<file path="src/rtl/shift_pkg.sv">
// rtl/shift_pkg.sv - command codes, FSM states and helpers for the universal shift register
package shift_pkg;

    typedef enum logic [2:0] {
        NOP  = 3'b000,
        LOAD = 3'b001,
        SHL  = 3'b010,
        SHR  = 3'b011,
        ROL  = 3'b100,
        ROR  = 3'b101,
        ASR  = 3'b110,
        CLR  = 3'b111
    } shift_op_t;

    typedef enum logic {
        IDLE  = 1'b0,
        SHIFT = 1'b1
    } state_t;

    // Shift/rotate ops walk one bit per cycle; the others complete at the accept edge.
    function automatic logic is_multicycle(input shift_op_t op);
        return (op == SHL) || (op == SHR) || (op == ROL) || (op == ROR) || (op == ASR);
    endfunction

endpackage

</file>
<file path="src/rtl/shift_step.sv">
// rtl/shift_step.sv - combinational single-position shifter
module shift_step
    import shift_pkg::*;
#(
    parameter int N = 8
) (
    input  shift_op_t      op,
    input  logic [N-1:0]   q,
    input  logic           ser_in,
    output logic [N-1:0]   q_next,
    output logic           out_bit
);

    // One position of movement; out_bit is the bit pushed off the end.
    always_comb begin
        q_next  = q;
        out_bit = 1'b0;
        case (op)
            SHL: begin
                q_next  = {q[N-2:0], ser_in};
                out_bit = q[N-1];
            end
            SHR: begin
                q_next  = {ser_in, q[N-1:1]};
                out_bit = q[0];
            end
            ROL: begin
                q_next  = {q[N-2:0], q[N-1]};
                out_bit = q[N-1];
            end
            ROR: begin
                q_next  = {q[0], q[N-1:1]};
                out_bit = q[0];
            end
            ASR: begin
                q_next  = {q[N-1], q[N-1:1]};
                out_bit = q[0];
            end
            default: begin
                q_next  = q;
                out_bit = 1'b0;
            end
        endcase
    end

endmodule

</file>
<file path="src/rtl/univ_shift_reg_seq.sv">
// rtl/univ_shift_reg_seq.sv - universal shift register with multi-cycle command engine
module univ_shift_reg_seq
    import shift_pkg::*;
#(
    parameter  int N  = 8,
    localparam int AW = $clog2(N + 1)
) (
    input  logic          clk,
    input  logic          rst,
    input  logic          start,
    input  logic [2:0]    op,
    input  logic [AW-1:0] amt,
    input  logic [N-1:0]  d,
    input  logic          ser_in,
    output logic [N-1:0]  q,
    output logic          sout,
    output logic          busy,
    output logic          done
);

    state_t          state;
    state_t          state_next;
    shift_op_t       cmd_op;
    shift_op_t       op_r;
    logic [AW-1:0]   cnt;
    logic [AW-1:0]   amt_clamped;
    logic            accept;
    logic            launch;
    logic            last_step;
    logic [N-1:0]    step_q;
    logic            step_out;

    assign cmd_op      = shift_op_t'(op);
    assign amt_clamped = (amt > AW'(N)) ? AW'(N) : amt;
    assign accept      = (state == IDLE) && start;
    assign launch      = accept && is_multicycle(cmd_op) && (amt != '0);
    assign last_step   = (state == SHIFT) && (cnt == AW'(1));

    // The latched op drives the shifter; it is only consumed while in SHIFT.
    shift_step #(.N(N)) u_step (
        .op      (op_r),
        .q       (q),
        .ser_in  (ser_in),
        .q_next  (step_q),
        .out_bit (step_out)
    );

    // State register.
    always_ff @(posedge clk) begin
        if (rst) begin
            state <= IDLE;
        end else begin
            state <= state_next;
        end
    end

    // Next-state: enter SHIFT on a non-trivial shift command, leave after the final step.
    always_comb begin
        state_next = state;
        case (state)
            IDLE:    if (launch)    state_next = SHIFT;
            SHIFT:   if (last_step) state_next = IDLE;
            default: state_next = IDLE;
        endcase
    end

    // Outputs decoded from state.
    always_comb begin
        busy = (state == SHIFT);
    end

    // Datapath: register contents, expelled bit, step counter and completion pulse.
    always_ff @(posedge clk) begin
        if (rst) begin
            q    <= '0;
            sout <= 1'b0;
            done <= 1'b0;
            cnt  <= '0;
            op_r <= NOP;
        end else begin
            done <= (accept && !launch) || last_step;
            if (state == SHIFT) begin
                q    <= step_q;
                sout <= step_out;
                cnt  <= cnt - AW'(1);
            end else if (accept) begin
                if (launch) begin
                    op_r <= cmd_op;
                    cnt  <= amt_clamped;
                end else if (cmd_op == LOAD) begin
                    q <= d;
                end else if (cmd_op == CLR) begin
                    q <= '0;
                end
            end
        end
    end

endmodule

</file>
<file path="config.mk">
export PLATFORM = sky130hd
export DESIGN_NAME = univ_shift_reg_seq
export DESIGN_NICKNAME = d
export VERILOG_FILES = /design/src/rtl/shift_pkg.sv /design/src/rtl/shift_step.sv /design/src/rtl/univ_shift_reg_seq.sv
export SDC_FILE = /design/constraint.sdc
export NUM_CORES = 1
export LEC_CHECK = 0
export ABC_AREA = 1
export ABC_CLOCK_PERIOD_IN_PS = 3450
export CORE_MARGIN = 4
export CORE_UTILIZATION = 40
export DETAILED_ROUTE_END_ITERATION = 10
export HOLD_SLACK_MARGIN = 0.06
export PLACE_DENSITY_LB_ADDON = 0.08
export SYNTH_ARGS = -nofsm -noshare
export SYNTH_HDL_FRONTEND = slang
export SYNTH_SLANG_ARGS = --single-unit
</file>
<file path="constraint.sdc">
create_clock -name clk -period 3.45 [get_ports clk]
set_clock_uncertainty 0.05 [all_clocks]
set_input_delay 0.69 -clock clk [delete_from_list [all_inputs] [get_ports clk]]
set_output_delay 0.69 -clock clk [all_outputs]
set_load 0.01 [all_outputs]
</file>
==> flow_results.org, run 1 <==
** Run status
- The run finished with clean final reports.

** Clocking
- Maximum level of the CTS H-tree :: 1
- Once the clock tree was built, the setup fixing pass inserted 0 buffers.
- Clock-pin slew on the worst setup and hold paths :: 0.12 ns
- The number of hold buffers added after CTS was 0.
- The longest clock path from root to sink contains 2 buffers.
- Clock Latency Late Sink :: 0.30 ns
- Inserted Clock Buffers :: 3
- TritonCTS built the clock tree.
- TritonCTS Sinks :: 18
- The cell sitting at the root of the clock tree is a clkbuf_4.
- Post-CTS repair changed the size of 0 cells.

** Timing
- Setup total negative slack on the finished layout was measured at 0 ns.
- Pins Over Slew Limit :: 0
- Worst rel slew slack :: 0.6345
- The worst path meets setup with 1.084 ns of slack.
- Final worst-path cycle share :: 0.6858
- The count of final hold-check violations is 0.
- The worst path needs 2.366 ns of the cycle, external delays included.
- Derived from the worst setup path, the maximum achievable clock frequency is 0.4226 GHz.
- RSZ-0062 raised after global routing :: false
- Setup violations remaining at the end of the flow were counted as 0.
- For the pin with the worst max-slew slack, the measured transition is 0.5475 ns.

** Final layout
- Summing all flip-flop and latch instances after layout gives 360.3 um2.
- Fill cells :: 277
- Final standard cell area without fillers :: 0.001480 mm2
- In the final design database the tool counted 224 nets.
- Of the cells placed in the final design, the portion with a size suffix greater than 1 is 0.1238.
- Leaving out fill and tap cells, the most frequent cell in the layout is nand2_1.
- Post-Route Utilization :: 0.5368
- 0 antenna diodes ended up in the layout.
- Summing all multi-input logic gate instances after layout gives 686.9 um2.
- Area added between synthesis and finish :: 27.48%
- Excluding fillers, the count of instances in the completed layout stands at 233.
- The top cell types in the final layout, fill and taps aside, are 44 x nand2_1, 29 x clkdlybuf4s50_1, 21 x nand3_1, 18 x dfxtp_1, 14 x a21oi_1.

** Global route
- Entering global routing, the biggest net connects 21 pins.
- Total routing resource utilization after global routing :: 0.1603
- The first global-routing pass estimated 4.636 mm of wire.
- Initial antenna violation count :: 0
- Via count of the first global-routing pass :: 1071
- After global routing the overflow that remains totals 0.

** Synthesis
- The cell count after synthesis came out at 175.
- Of all flip-flops after synthesis, the portion carrying an async set or reset was 0.
- Average cell area after synthesis :: 6.635 um2
- Post-Synthesis Cell Area :: 0.001161 mm2
- Counting flops and latches in the post-synthesis netlist gives 18.
- Seq/Total Area, Yosys :: 0.3103
- The Yosys step of the flow raised 0 warnings.
- Number of distinct library cell variants in the gate-level netlist after synthesis :: 24
- The synthesized design contains 0 enable-type register cells.
- The number of nets handed over by synthesis was 196.
- Post-synth top flop :: dfxtp_1

** Setup path
- Kind of launch point of the worst setup path :: flip-flop
- The critical path goes through clkdlybuf4s50_1.
- The number of buffers and inverters on the critical path is 1.
- Worst Path Required :: 2.71 ns
- Capturing element type of the critical path :: output pin
- The critical path in this run is classified as reg2out.
- Data arrives at the worst endpoint at 1.63 ns.
- Top cell family by delay on the critical path :: flip-flops
- For this run, the slowest stage of the critical path takes 0.68 ns.
- Critical-path maximum fanout :: 13
- For this design, the slowest cell found on the critical path is dfxtp_1.

** Pwr
- Total power per unit cell area :: 385.0 mW/mm2
- The analysis attributes to cell leakage a power of 0.6271 nW.
- Sequential cell fraction of total power :: 0.454
- Max rail drop VDD :: 242.3 uV
- Clock share of power :: 0.239
- Of the total power, combinational logic draws 0.307.
- Internal power comes to 0.0003765 W.
- In this run the power spent charging and discharging nets is 0.0001934 W.
- Fraction of power spent switching nets :: 0.3393

** Hold path
- The min-delay analysis places its worst path in the category reg2reg.

** Routing
- Vias per inst :: 5.137
- Post-route ant nets :: 0
- After detailed routing, the average wire length per cell comes to 12.09 um.
- Routed length on met2 :: 1.376 mm
- Via count of the routed design :: 1197
- After detailed routing, the number of remaining DRC violations is 0.
- Pre-Repair DR Iteration Count :: 4
- Final WL :: 2.818 mm
- In this run, the number of DRC markers left after iteration 0 of detailed routing was 74.
- Highest metal layer used by the detailed router :: met4
- Wire segments on met3 add up to 107 um in the final route.
- In the final routing, the length of wire on met1 measures 1.320 mm.

** Placement
- Placed wire-length estimate :: 2.143 mm
- Placed Cells :: 229
- PortBufs :: 29
- Area of placed instances :: 0.001444 mm2
- Minimum setup slack after placement :: 1.005 ns
- At the end of routability-driven placement, the weighted congestion stood at 0.7934.

** Floorplanning
- Die Wd :: 61.88 um
- Num rows :: 19
- The die covers 0.003829 mm2.
- 30 I/O pins were placed.
- The floorplan step defined a core boundary enclosing 0.002758 mm2.
- Vertical die dimension :: 61.88 um
- Initial Util :: 0.4211

** Run
- Max-cap violations in this run came to 0.
-- registers in the layout, indices dropped and copies added, names as in the netlist --
register,cells
busy,1
q,8
cnt,4
op_r,3
done,1
sout,1
-- final timing paths --
path,depth (start not counted),to,startpoint,slack (ns)
hold reg to reg,2,cnt[3],cnt[3],0.48
setup reg to reg,6,q[6],busy,1.59
hold / removal,2,cnt[3],cnt[3],0.48
setup / recovery,1,busy,busy,1.08
-- cell usage after synthesis (4+ instances only) --
cell	count	area (um2)
dfxtp_1	18	360.4
o21ai_1	6	30.03
nand3_1	21	105.1
nand2_2	4	25.02
a21oi_1	14	70.07
nor2_1	11	41.29
inv_1	13	48.80
nand2_1	44	165.2
nand3_2	6	60.06
inv_2	5	18.77
o21ai_0	9	45.04
-- metal layers --
metal | global-route usage | vias up
met5 | 0 | -
li1 | - | 639
met4 | 0.02727 | 0
met2 | 0.2706 | 24
met3 | 0.04545 | 2
met1 | 0.2062 | 532
-- cell type report --
| type | instances | area share |
|---|---|---|
| inverter | 18 | 0.04565 |
| timing repair buffer | 29 | 0.1961 |
| clock buffer | 4 | 0.02451 |
| multi-input combinational | 133 | 0.4641 |
| sequential | 18 | 0.2434 |
| tap | 31 | 0.02620 |
-- power groups by stage --
stage,sequential [W],combinational (W),clock (W)
3_3_place_gp,0.000263,0.000174,0
4_1_cts,0.000259,0.000176,0.000142
2_1_floorplan,0.000261,0.000113,0
6_report,0.000259,0.000175,0.000136
5_1_grt,0.000262,0.000199,0.000151
3_5_place_dp,0.000263,0.000176,0
-- logic make-up (layout without fill, tap and decap cells) --
| kind of cell | after synthesis | after routing | synth area share |
|---|---|---|---|
| AOI/OAI and AO/OA | 34 | 34 | 0.1519 |
| DFF | 18 | 18 | 0.3103 |
| and+or+nand+nor | 97 | 97 | 0.4181 |
| adders and majority gates | 2 | 2 | 0.02155 |
| buffers and inverters | 24 | 51 | 0.09805 |
-- per-stage QoR --
step	hold WS [ns]	total power (W)
4_1_cts	0.4755	0.0005771
6_report	0.4843	0.0005699
3_3_place_gp	0.4580	0.0004372
5_1_grt	0.5080	0.0006126
2_1_floorplan	0.4336	0.0003742
3_5_place_dp	0.4586	0.0004392
Power figures use the tool's default switching activity.
==> run 2, diff against run 1 <==
Settings changed: ABC_CLOCK_PERIOD_IN_PS 3450 to 2450.
Clock period 3.45 ns to 2.45 ns, I/O delays scaled along.
==> run 2 against run 1 <==
  * Core utilization down 0.23 points
  * Combinational power up 42%
  * Sequential power up 41%
  * Die area unchanged
  * Count of clock-buffer cells in the layout down 1
  * Highest routed layer unchanged
  * Design area down 0.42%
  * Critical path depth unchanged
  * Critical path type unchanged
  * Final cell count unchanged
  * First-iteration DRC count down 1.4%
==> flow_results.org, run 2 (synthesis gave the netlist of run 1 again) <==
** Run status
- The flow ran to the end, and the final reports show no timing, DRC or antenna violations.

** Final layout
- Diode count :: 0 (unchanged)
- The post-route standard cell area excluding fillers is 0.001474 mm2 (-0.42%).
- Top flop regs :: q x8, cnt x4, op_r x3
- Fraction of final layout cells with drive strength greater than 1 :: 0.1238 (unchanged)
- Commonest cells after routing, fill and taps aside :: 44 x nand2_1, 29 x clkdlybuf4s50_1, 21 x nand3_1, 18 x dfxtp_1, 14 x a21oi_1
- Area added between synthesis and finish :: 26.94%
- Number of standard cells in the layout, taps in and fillers out :: 233 (unchanged)
- Leaving out fill and tap cells, the most frequent cell in the layout is nand2_1.
- The final net count came to 225 (+0.45%).
- Most flops, register :: q
- Max FFs per register :: 8 (unchanged)
- The count of filler cells inserted in the layout was 291 (+5.1%).

** Placement
- The placed instance count is 230 (+0.44%).
- The count of input and output buffers was 29 (unchanged).
- The final weighted congestion of routability-driven global placement came to 0.7975 (+0.52%).
- Area of placed instances :: 0.001451 mm2 (+0.52%)
- Placed wire-length estimate :: 2.206 mm (+3.0%)

** Timing
- The count of final hold-check violations is 0 (unchanged).
- The max-slew violation count came to 0 (unchanged).
- RSZ-0062 raised after global routing :: false
- The routed design could run at a clock period as short as 2.169 ns.
- Final setup violation count :: 0 (unchanged)
- For this run, the top clock speed supported by timing is 0.4610 GHz.
- Sum of negative setup slack :: 0 ns (unchanged)
- The normalized max-slew margin was 0.6220 (-0.01257).
- In the finished design, the share of the clock period the worst path needs comes to 0.8854.
- Actual transition at the worst max-transition pin :: 0.5663 ns (+0.01883 ns)

** Global route
- Global-route wire length before repair :: 4.892 mm (+5.5%)
- The overall overflow remaining after global route is 0 (unchanged).
- The initial antenna violation count came to 0 (unchanged).
- Total routing resource utilization after global routing :: 0.1713 (+0.01097)
- Pin count of the biggest net entering global routing :: 21 (unchanged)
- The number of global-route vias before repair came to 1110 (+3.6%).

** Setup path
- CP bufs+invs :: 1 (unchanged)
- R2R Path Start :: busy
- The instance count on the critical path is 1 (unchanged).
- Worst R2R Setup Slack :: 0.59 ns (-1.00 ns)
- In this run the worst setup path terminates at busy.
- The worst setup path is of the reg2out kind.
- The kind of cell with the highest combined delay along the critical path is flip-flops.
- The delay of the slowest cell on the worst path was 0.69 ns (about the same).
- The worst setup path is launched from a flip-flop.
- The count of cells along the worst register-to-register path came to 6 (unchanged).
- STA classifies the critical path endpoint as an output pin.
- First element of the critical path :: busy
- The critical path goes through clkdlybuf4s50_1.
- The arrival time of the worst setup path is 1.63 ns (about the same).
- Cell at the slowest stage of the critical path :: dfxtp_1
- The data required time at the worst endpoint is 1.91 ns (-0.80 ns).
- End of the worst register-to-register path :: q[6]
- Critical-path maximum fanout :: 13 (unchanged)

** Routing
- The total wire length came to 2.932 mm (+4.0%).
- The remaining antenna violation count after routing came to 0 (unchanged).
- The post-detailed-route DRC marker count came to 0 (unchanged).
- Post-DR wirelength/cell :: 12.58 um (+4.0%)
- The number of search-and-repair iterations in the first detailed-routing pass came to 4 (unchanged).
- The via-per-instance ratio came to 5.266 (+2.5%).
- Via count of the routed design :: 1227 (+2.5%)
- The count of routing violations after the opening detailed-route iteration is 73 (-1.4%).

** Pwr
- Total power per unit cell area :: 520.9 mW/mm2 (+35%)
- Cell leakage power :: 0.6247 nW (-0.38%)
- Max rail drop VDD :: 366.7 uV (+51%)

** Clocking
- The worst-case clock buffer depth came to 2 (unchanged).
- The later-pin clock latency in the skew report was 0.30 ns (about the same).
- The clock-pin slew of the registers on the worst-case setup and hold paths came to 0.11 ns (about the same).
- CTS-repair resized insts :: 0 (unchanged)
- Inserted Clock Buffers :: 3 (unchanged)
- The total of hold buffers inserted after clock tree synthesis was 0 (unchanged).
- The number of buffers added for setup after CTS was 0 (unchanged).
- TritonCTS clock tree :: yes
- The number of levels in the clock H-tree is 1 (unchanged).
- TritonCTS Sinks :: 18 (unchanged)
- Clk Tree Root Cell :: clkbuf_4

** Floorplanning
- The number of placement rows was 19 (unchanged).
- Area enclosed by the die boundary :: 0.003829 mm2 (unchanged)
- The die extent in y came to 61.88 um (unchanged).
- Die Wd :: 61.88 um (unchanged)
- The count of pins on the block boundary came to 30 (unchanged).
- Area of the core region :: 0.002758 mm2 (unchanged)
- The initial cell density of the core came to 0.4211 (unchanged).

** Hold path
- Hold-critical path depth :: 2 (unchanged)
- The min-delay analysis places its worst path in the category reg2reg.

** Run
- Number of max-cap violations :: 0 (unchanged)
==> run 2: cell count changes in the layout (fill, tap and decap cells not counted), sizes merged <==
cell and change:
clkbuf -1, buf +1
==> run 2: worst min path at each step <==
stage | start | to | slack, ns
6_report | q[0] | sout | 0.48
3_5_place_dp | q[0] | sout | 0.46
2_1_floorplan | cnt[2] | cnt[2] | 0.43
4_1_cts | q[0] | sout | 0.48
3_3_place_gp | q[0] | sout | 0.46
5_1_grt | q[0] | sout | 0.51
==> run 2: power by group <==
group | internal (W) | leakage [nW] | total (W) | switching [W]
Clock | 0.0000572 | 0.0138 | 0.000154 | 0.0000965
Sequential | 0.000324 | 0.148 | 0.000366 | 0.0000415
Combinational | 0.000116 | 0.463 | 0.000249 | 0.000132
==> run 2: stage by stage <==
stage | worst slack (ns) | total power (W) | util | hold slack, ns
final | 0.2808 | 0.0007678 | 0.5345 | 0.4753
after global routing | 0.2316 | 0.0008201 | 0.5345 | 0.5143
after CTS | 0.2657 | 0.0007717 | 0.5345 | 0.4794
after detailed placement | 0.3298 | 0.0006227 | 0.5263 | 0.4635
after global placement | 0.3895 | 0.0006167 | 0.5263 | 0.4571
after floorplan | 1.075 | 0.0005269 | - | 0.4336
==> run 2: metal layers <==
layer	track usage	part of all wire	vias up	wire [um]
li1	-	-	642	-
met1	0.2113	0.46	557	1363
met2	0.2990	0.50	26	1457
met3	0.02686	0.031	2	92
met4	0.06364	0.0065	0	19
met5	0	0	-	0
==> run 2: area by class of cell <==
class	instances	area, um2	area share
timing repair buffer	30	297.8	0.2020
tap	31	38.79	0.02632
inverter	18	67.56	0.04584
clock buffer	3	22.52	0.01528
sequential	18	360.3	0.2445
multi-input combinational	133	686.9	0.4660
==> run 3, diff against run 2 <==
Settings changed: ABC_AREA 1 to 0.
==> run 3 against run 2 <==
  * Combinational power down 7%
  * Total power rose by 2.0%
  * Sequential cell count is the same
  * Critical path type unchanged
==> flow_results.org, run 3 <==
** Pwr
- Total power per unit cell area :: 497.9 mW/mm2 (-4.4%)
- The clock power share came to 0.242 (+0.042).
- Fraction of power spent switching nets :: 0.3188 (-0.03284)
- The internal power of the cells was 0.0005334 W (+7.2%).
- The sequential group share of total power was 0.463 (-0.013).
- Max rail drop VDD :: 256.0 uV (-30%)
- Switching power of the nets :: 0.0002497 W (-7.5%)
- Combinational fraction of design power :: 0.295 (-0.029)
- The total power was 0.0007831 W (+2.0%).
- Cell leakage power :: 0.5691 nW (-8.9%)

** Floorplanning
- The count of pins on the block boundary was 30 (unchanged).
- Area enclosed by the die boundary :: 0.004019 mm2 (+5.0%)
- Vertical die dimension :: 63.40 um (+2.5%)
- Area of the core region :: 0.002853 mm2 (+3.4%)
- The initial cell density of the core was 0.4303 (+0.009210).
- Num rows :: 19 (unchanged)
- The width of the die came to 63.40 um (+2.5%).

** Clocking
- The number of buffers added for setup after CTS was 0 (unchanged).
- The later-pin clock latency in the skew report came to 0.29 ns (about the same).
- The number of CTS-inserted buffers was 3 (unchanged).
- Clock-pin slew on the worst setup and hold paths :: 0.11 ns (about the same)
- The post-cts repair resize count was 0 (unchanged).
- TritonCTS built the clock tree.
- Post-cts hold buffer count :: 0 (unchanged)
- Maximum level of the CTS H-tree :: 1 (unchanged)
- The tree is rooted in a clkbuf_4.
- The worst-case clock buffer depth was 2 (unchanged).
- The count of clock tree sinks is 18 (unchanged).

** Final layout
- Final net count :: 195 (-13%)
- Final standard cell area without fillers :: 0.001573 mm2 (+6.7%)
- Ranked by flip-flop count, first place goes to q.
- Max FFs per register :: 8 (unchanged)
- The largest registers in the layout are q x8, cnt x4, op_r x3.
- The count of filler cells inserted in the layout was 272 (-6.5%).
- The library cell used most frequently in the layout, excluding fill and tap cells, is clkdlybuf4s50_1.
- Diode count :: 0 (unchanged)
- Area added between synthesis and finish :: 28.13%
- Fraction of final layout cells with drive strength greater than 1 :: 0.08092 (-0.04284)
- Leaving out fill and tap cells, the most frequent cells in the layout are 29 x clkdlybuf4s50_1, 18 x dfxtp_1, 16 x nand2_1, 12 x nor2_1.

** Setup path
- Top cell family by delay on the critical path :: flip-flops
- STA classifies the critical path startpoint as a flip-flop.
- Worst path max stage delay :: 0.66 ns (-0.03 ns)
- The maximum fanout count along the critical path was 15 (+2).
- The arrival time of the worst setup path was 1.60 ns (-0.03 ns).
- STA classifies the critical path endpoint as an output pin.
- The buffer and inverter count on the worst path is 1 (unchanged).
- The data required time at the worst endpoint is 1.91 ns (about the same).
- Critical path class :: reg2out
- Cell at the slowest stage of the critical path :: dfxtp_1
- Crit-path cells :: clkdlybuf4s50_1

** Global route
- Total routing resource utilization after global routing :: 0.1662 (-0.005036)
- The maximum number of pins on one net before global-route repair is 16 (-24%).
- Via count of the first global-routing pass :: 1188 (+7.0%)
- The global-route wire length before repair was 5.451 mm (+11%).
- Initial antenna violation count :: 0 (unchanged)
- Leftover overflow at the end of global routing :: 0 (unchanged)

** Synthesis
- Synthesis warning total :: 0 (unchanged)
- The most used flip-flop cell after synthesis is dfxtp_1.
- The fraction of the yosys area taken by sequential cells came to 0.2936 (-0.01677).
- Share of flip-flops with an asynchronous set or reset after synthesis :: 0 (unchanged)
- The top cell type's share of synthesized area is 0.2936 (-0.01677).
- Post-Synthesis Cell Area :: 0.001227 mm2 (+5.7%)
- Most frequent cell after synthesis :: dfxtp_1
- Flop and latch count out of synthesis :: 18 (unchanged)
- Nets in the synthesized netlist :: 166 (-15%)
- The instance count of the mapped netlist is 145 (-17%).
- The number of enable flip-flop cells after synthesis was 0 (unchanged).
- The count of cell types in the netlist is 47 (+96%).
- Largest area contributor in the netlist :: dfxtp_1
- Leading post-synthesis cells by instance count :: 18 x dfxtp_1, 16 x nand2_1, 12 x nor2_1
- The post-synthesis area per instance was 8.465 um2 (+28%).
- After synthesis, the cell types taking the most area are dfxtp_1 29%, mux2i_1 5.7%, mux2_1 5.5%, a311oi_1 5.0%, nand2_1 4.9%.

** Routing
- The remaining antenna violation count after routing came to 0 (unchanged).
- Starting DRC count in detailed routing :: 45 (-38%)
- The total via count after detailed routing was 1220 (-0.57%).
- Final WL :: 3.310 mm (+13%)
- The average wire per standard cell came to 16.23 um (+29%).
- The post-detailed-route DRC marker count was 0 (unchanged).
- The number of search-and-repair iterations in the first detailed-routing pass is 4 (unchanged).
- The via-per-instance ratio came to 5.980 (+14%).

** Run status
- Outcome :: finished, final reports clean

** Placement
- PortBufs :: 29 (unchanged)
- Final GP Congestion :: 0.8261 (+3.6%)
- Area of placed instances :: 0.001536 mm2 (+5.9%)
- The detailed placement HPWL came to 2.388 mm (+8.2%).

** Timing
- The final critical delay including setup and external delays was 2.137 ns (-0.03241 ns).
- The count of final hold-check violations was 0 (unchanged).
- Maximum clock frequency :: 0.4680 GHz (+1.5%)
- Actual transition at the worst max-transition pin :: 0.5330 ns (-0.03328 ns)
- The normalized max-slew margin is 0.6442 (+0.02222).
- The sum of negative setup slack was 0 ns (unchanged).
- Setup repair after global routing left no endpoint under its margin.
- Pins Over Slew Limit :: 0 (unchanged)
- The ratio of final minimum period to clock period is 0.8721 (-0.01323).
- The setup-violating endpoint count in the final report came to 0 (unchanged).

** Hold path
- Worst hold path class :: reg2reg

** Run
- The number of maximum-capacitance violations is 0 (unchanged).
==> run 3: path summary, 6_finish.rpt <==
kind / startpoint / to / slack [ns] / depth (start not counted)
worst max-delay path: busy / busy / 0.31 / 1
worst min-delay path: cnt[3] / cnt[3] / 0.49 / 2
worst max register to register: busy / cnt[1] / 0.64 / 4
worst min register to register: cnt[3] / cnt[3] / 0.49 / 2
==> run 3: layer usage <==
metal / GRT usage / vias to the layer above / part of all wire
li1: - / 613 / -
met1: 0.2015 / 572 / 0.46
met2: 0.2868 / 31 / 0.48
met3: 0.03197 / 4 / 0.046
met4: 0.06469 / 0 / 0.010
met5: 0 / - / 0
==> run 3: kinds of logic after synthesis <==
family          synth area share
compound gates            0.2732
xor+xnor                 0.02753
fa+ha+maj                0.02038
buf+inv                  0.04688
flops                     0.2936
mux                       0.1121
simple gates              0.2263
==> run 3: power by group through the flow <==
stage	combinational [W]	sequential (W)	clock (W)
after floorplan	0.000142	0.000357	0
after global placement	0.000227	0.000368	0
after detailed placement	0.000230	0.000368	0
after CTS	0.000232	0.000361	0.000195
after global routing	0.000251	0.000368	0.000214
final	0.000231	0.000363	0.000190
==> run 3: worst reg2reg max path: stages (launching register included) <==
cell      delay [ns]
dfxtp_1         0.49
nor2b_1         0.41
nand4_1         0.30
a221oi_1        0.37
a211oi_1        0.07
==> run 3: area by class of cell <==
type                            count  area [um2]  area share
Clock buffer                        4       36.28     0.02307
Inverter                            6       22.52     0.01432
Multi-Input combinational cell    114       809.5      0.5147
Sequential cell                    18       360.3      0.2291
Tap cell                           31       38.79     0.02466
Timing Repair Buffer               31       305.3      0.1941
==> run 3: stage by stage <==
step	cells	setup WS, ns	util	hold slack, ns
2_1_floorplan	145	0.7637	-	0.4223
3_3_place_gp	200	0.2447	0.5386	0.4455
3_5_place_dp	200	0.1936	0.5386	0.4673
4_1_cts	204	0.3167	0.5513	0.4863
5_1_grt	204	0.2391	0.5513	0.5322
6_report	204	0.3132	0.5513	0.4870
